$ cat src/rtl/adder_pkg.sv
// Shared constants and state encoding for the bit-serial adder.
package adder_pkg;

  localparam int unsigned DEFAULT_WIDTH = 8;

  // Controller states; values fixed so they match the other datapath blocks.
  typedef enum logic [1:0] {
    IDLE = 2'd0,
    RUN  = 2'd1,
    DONE = 2'd2
  } state_t;

endpackage

$ cat src/rtl/full_adder.sv
// Combinational 1-bit full-adder cell.
module full_adder (
  input  logic a,
  input  logic b,
  input  logic cin,
  output logic s,
  output logic cout
);

  // Sum and majority carry.
  always_comb begin
    s    = a ^ b ^ cin;
    cout = (a & b) | (a & cin) | (b & cin);
  end

endmodule

$ cat src/rtl/serial_adder.sv
// Bit-serial WIDTH-bit adder, LSB first, one bit per clock, start/done handshake.
module serial_adder
  import adder_pkg::*;
#(
  parameter int unsigned WIDTH = DEFAULT_WIDTH
) (
  input  logic             clk,
  input  logic             rst,
  input  logic             start,
  input  logic [WIDTH-1:0] a,
  input  logic [WIDTH-1:0] b,
  output logic [WIDTH-1:0] sum,
  output logic             cout,
  output logic             ovf,
  output logic             busy,
  output logic             done
);

  localparam int unsigned CNT_W = $clog2(WIDTH);

  state_t           state;
  state_t           state_next;
  logic [WIDTH-1:0] ra;
  logic [WIDTH-1:0] rb;
  logic [WIDTH-1:0] psum;
  logic             carry;
  logic [CNT_W-1:0] cnt;
  logic             fa_s;
  logic             fa_c;
  logic             last_bit;
  logic             accept;

  // Single shared adder cell working on the operand LSBs.
  full_adder u_fa (
    .a   (ra[0]),
    .b   (rb[0]),
    .cin (carry),
    .s   (fa_s),
    .cout(fa_c)
  );

  assign last_bit = (cnt == CNT_W'(WIDTH - 1));
  assign accept   = start && ((state == IDLE) || (state == DONE));

  // Status flags decode straight off the state register.
  assign busy = (state == RUN);
  assign done = (state == DONE);

  // State register.
  always_ff @(posedge clk) begin
    if (rst) begin
      state <= IDLE;
    end else begin
      state <= state_next;
    end
  end

  // Next-state logic; start is ignored while RUN is in progress.
  always_comb begin
    state_next = state;
    case (state)
      IDLE:    if (start) state_next = RUN;
      RUN:     if (last_bit) state_next = DONE;
      DONE:    state_next = start ? RUN : IDLE;
      default: state_next = IDLE;
    endcase
  end

  // Operand shifters, carry, bit counter and result registers.
  always_ff @(posedge clk) begin
    if (rst) begin
      ra    <= '0;
      rb    <= '0;
      psum  <= '0;
      carry <= 1'b0;
      cnt   <= '0;
      sum   <= '0;
      cout  <= 1'b0;
      ovf   <= 1'b0;
    end else if (accept) begin
      ra    <= a;
      rb    <= b;
      psum  <= '0;
      carry <= 1'b0;
      cnt   <= '0;
    end else if (state == RUN) begin
      ra    <= {1'b0, ra[WIDTH-1:1]};
      rb    <= {1'b0, rb[WIDTH-1:1]};
      psum  <= {fa_s, psum[WIDTH-1:1]};
      carry <= fa_c;
      if (last_bit) begin
        // Publish the full result only at completion so partial sums never leak.
        sum  <= {fa_s, psum[WIDTH-1:1]};
        cout <= fa_c;
        ovf  <= carry ^ fa_c;
      end else begin
        cnt <= cnt + CNT_W'(1);
      end
    end
  end

endmodule

$ cat config.mk
export PLATFORM = sky130hd
export DESIGN_NAME = serial_adder
export DESIGN_NICKNAME = d
export VERILOG_FILES = /design/src/rtl/adder_pkg.sv /design/src/rtl/full_adder.sv /design/src/rtl/serial_adder.sv
export SDC_FILE = /design/constraint.sdc
export NUM_CORES = 1
export LEC_CHECK = 0
export CAP_MARGIN = 20
export CORE_MARGIN = 2
export CORE_UTILIZATION = 50
export CTS_CLUSTER_SIZE = 8
export DETAILED_ROUTE_END_ITERATION = 10
export GPL_ROUTABILITY_DRIVEN = 0
export PLACE_DENSITY = 0.74
export SLEW_MARGIN = 20
export SYNTH_ARGS = -nofsm -noshare
export SYNTH_HDL_FRONTEND = slang
export SYNTH_SLANG_ARGS = --single-unit
export TNS_END_PERCENT = 30
$ cat constraint.sdc
create_clock -name clk -period 1.6 [get_ports clk]
set_input_delay 0.48 -clock clk [delete_from_list [all_inputs] [get_ports clk]]
set_output_delay 0.48 -clock clk [all_outputs]
set_load 0.05 [all_outputs]
==> reports/qor.txt <==
status = finished, final reports clean
CP Capture Type = output port
Slew Limit Fails = 0
worst hold margin = 0.4711 ns
Hold Crit Depth = 2
CTS tree = built
layout cells sized above 1 = 0.1713
post-synth cell types = 26
Clock Pin Slew Worst Setup and Hold Paths = 0.11 ns
WP data required = 1.12 ns
EDFF count, synth = 0
Most used DFF post-synth = dfxtp_1
starting DRC count in detailed routing = 39
final hold viol count = 0
Final period util = 0.9790
Seq/Total Area, Yosys = 0.5065
unrepaired setup endpoints after global routing = true
largest net degree at the start of global routing = 26
Min Clock Period, post-route = 1.566 ns
total clock sinks = 39
fillcell total = 254
Starting Density = 0.5133
Syn. warnings = 0
Via density = 5.373
worst hold path endpoint = sum[0]$_SDFFE_PP0P_
Worst slew margin = 0.7696
Layout area overhead = 37.99%
via count = 1338
final setup margin = 0.03362 ns
Max Clock Skew = 0.004546 ns
CTS max path bufs = 2
number of buffers created by CTS = 5
Ports = 31
die area = 3543 um2
GRT overflow = 0
post-route DRC violation count = 0
RR Endpoint = ra[6]$_SDFFE_PP0P_
final layout net count = 237
drt total wl = 3.173 mm
number of diodes = 0
PD cells = 937.2 nW/um2
Startpoint Class = register
DPL Wire Length = 2.190 mm
cell count after synthesis = 182
wire per inst = 12.74 um
Synth Cell Area = 1541 um2
Hold/Removal Path Class = reg -> reg
vias in the first global route = 1185
H-tree Lvls = 2
PortBufs = 30
asr flop ratio synth = 0
Reg2Reg Depth = 6
storage element area = 788.3 um2
Post-DRT Antenna Nets = 0
Chip Height = 59.53 um
drt pass-1 iters = 4
Max Freq = 638.4 MHz
Synth Area per Inst = 8.470 um2
total of max-cap violations = 0
leakage power = 0.7726 nW
first-pass GRT wire length = 5.057 mm
dpl ws = -0.05148 ns
Peak VDD IR = 0.0005697 V
critical path class = reg -> out
Tightest Pin Transition = 0.3446 ns
Finish-stage setup viols = 0
# hold bufs at CTS = 0
hold path startpoint = psum[1]$_SDFFE_PP0P_
CTS root buf = clkbuf_4
CP Data Arrival Time = 1.09 ns
r2r setup slk = 0.16 ns
Post-Syn Nets = 204
Worst-Skew Late Latency = 0.35 ns
initial antenna violation count = 0
core area = 3003 um2
multi-input logic area = 691.9 um2
die width = 59.53 um
critical-path maximum fanout = 5
GRT Total Usage = 0.1951
RR Startpoint = state[1]$_SDFFE_PP0P_
number of core rows = 20
flops & latches, synth = 39
final cells by class:
class / instances / area share
clock buffer: 6 / 0.02412
clock inverter: 2 / 0.01647
inverter: 1 / 0.002941
multi-input combinational: 129 / 0.3253
sequential: 39 / 0.3706
tap: 33 / 0.01941
timing repair buffer: 39 / 0.2412
synthesized netlist by cell type, types with 2 or more instances:
cell type	number	area, um2
o22ai_1	7	43.79
nand2b_1	3	18.77
a21oi_1	21	105.1
a311oi_1	4	35.03
buf_6	2	22.52
nand2_1	49	183.9
o21ai_0	2	10.01
xnor2_1	2	17.52
nor2b_1	2	12.51
nand3_1	2	10.01
clkbuf_1	3	11.26
ha_1	2	25.02
nor3_1	15	75.07
dfxtp_1	39	780.8
buf_2	7	35.03
nor2_1	11	41.29
a311oi_2	2	30.03
state kept, by name (all words and copies together), names as in the netlist:
name and cells:
sum 8, cout 1, ra 8, ovf 1, state 2, rb 8
psum 7, carry 1, cnt 3
layer usage:
| metal | global-route usage | wire [um] | vias up |
|---|---|---|---|
| met5 | 0 | 0 | - |
| met4 | 0.07619 | 54 | 0 |
| met3 | 0.06550 | 160 | 6 |
| met2 | 0.3375 | 1576 | 38 |
| met1 | 0.2202 | 1382 | 609 |
| li1 | - | - | 685 |
layout by cell type (no fill, tap or decap), types with 2 or more instances in the layout:
cell             synthesis  layout
nand2_1                 49      49
dfxtp_1                 39      37
a21oi_1                 21      21
clkdlybuf4s50_1          0      18
nor3_1                  15      15
buf_12                   0      14
nor2_1                  11      11
o22ai_1                  7       7
buf_4                    0       7
clkbuf_4                 0       5
a311oi_1                 4       4
xnor2_1                  2       2
nand2b_1                 3       2
nand3_1                  2       2
o21ai_0                  2       2
a311oi_2                 2       2
ha_1                     2       2
dfxtp_4                  0       2
cell families after synthesis:
kind of cell | Yosys count | share of synthesized area
AOI/OAI and AO/OA | 38 | 0.1550
xor gates and xnor gates | 2 | 0.01137
adders and majority gates | 3 | 0.02922
buffers and inverters | 14 | 0.05113
DFF | 39 | 0.5065
muxes | 1 | 0.006494
and+or+nand+nor | 85 | 0.2403
power by group:
group	total [W]	leakage [nW]	switching [W]	internal [W]
logic	0.000263	0.405	0.000132	0.000131
clock network	0.000691	0.0482	0.000322	0.000369
registers	0.00104	0.319	0.0000282	0.00101
per-stage QoR:
step	total power (W)	setup TNS, ns	util	cells	cell area [um2]
floorplan	0.001214	0	-	182	1541
global placement	0.001304	-0.01739	0.6713	240	2016
detailed placement	0.001313	-0.1041	0.6713	240	2016
CTS	0.001998	0	0.7067	249	2122
global route	0.002071	-0.003463	0.7083	249	2127
finish	0.001994	0	0.7083	249	2127
critical path, stage by stage, from the launching register on:
cell	delay, ns
dfxtp_4	0.38
nand2b_4	0.16
inv_4	0.07
buf_12	0.13
worst max-delay path by stage:
stage / startpoint / end / slack, ns / depth (start not counted)
2_1_floorplan: state[1]$_SDFFE_PP0P_ / done / 0.04 / 1
3_3_place_gp: start / rb[7]$_SDFFE_PP0P_ / -0.02 / 5
3_5_place_dp: start / rb[7]$_SDFFE_PP0P_ / -0.05 / 5
4_1_cts: state[1]$_SDFFE_PP0P_ / done / 0.03 / 2
5_1_grt: state[1]$_SDFFE_PP0P_ / busy / -0.002 / 3
6_report: state[1]$_SDFFE_PP0P_ / busy / 0.03 / 3
repair_timing:
item / in CTS / in global routing
setup buffers: 1 / 0
setup endpoints to repair: 2 / 2
resized for setup: 4 / 2
No activity file was read; power rests on OpenSTA's default activity.
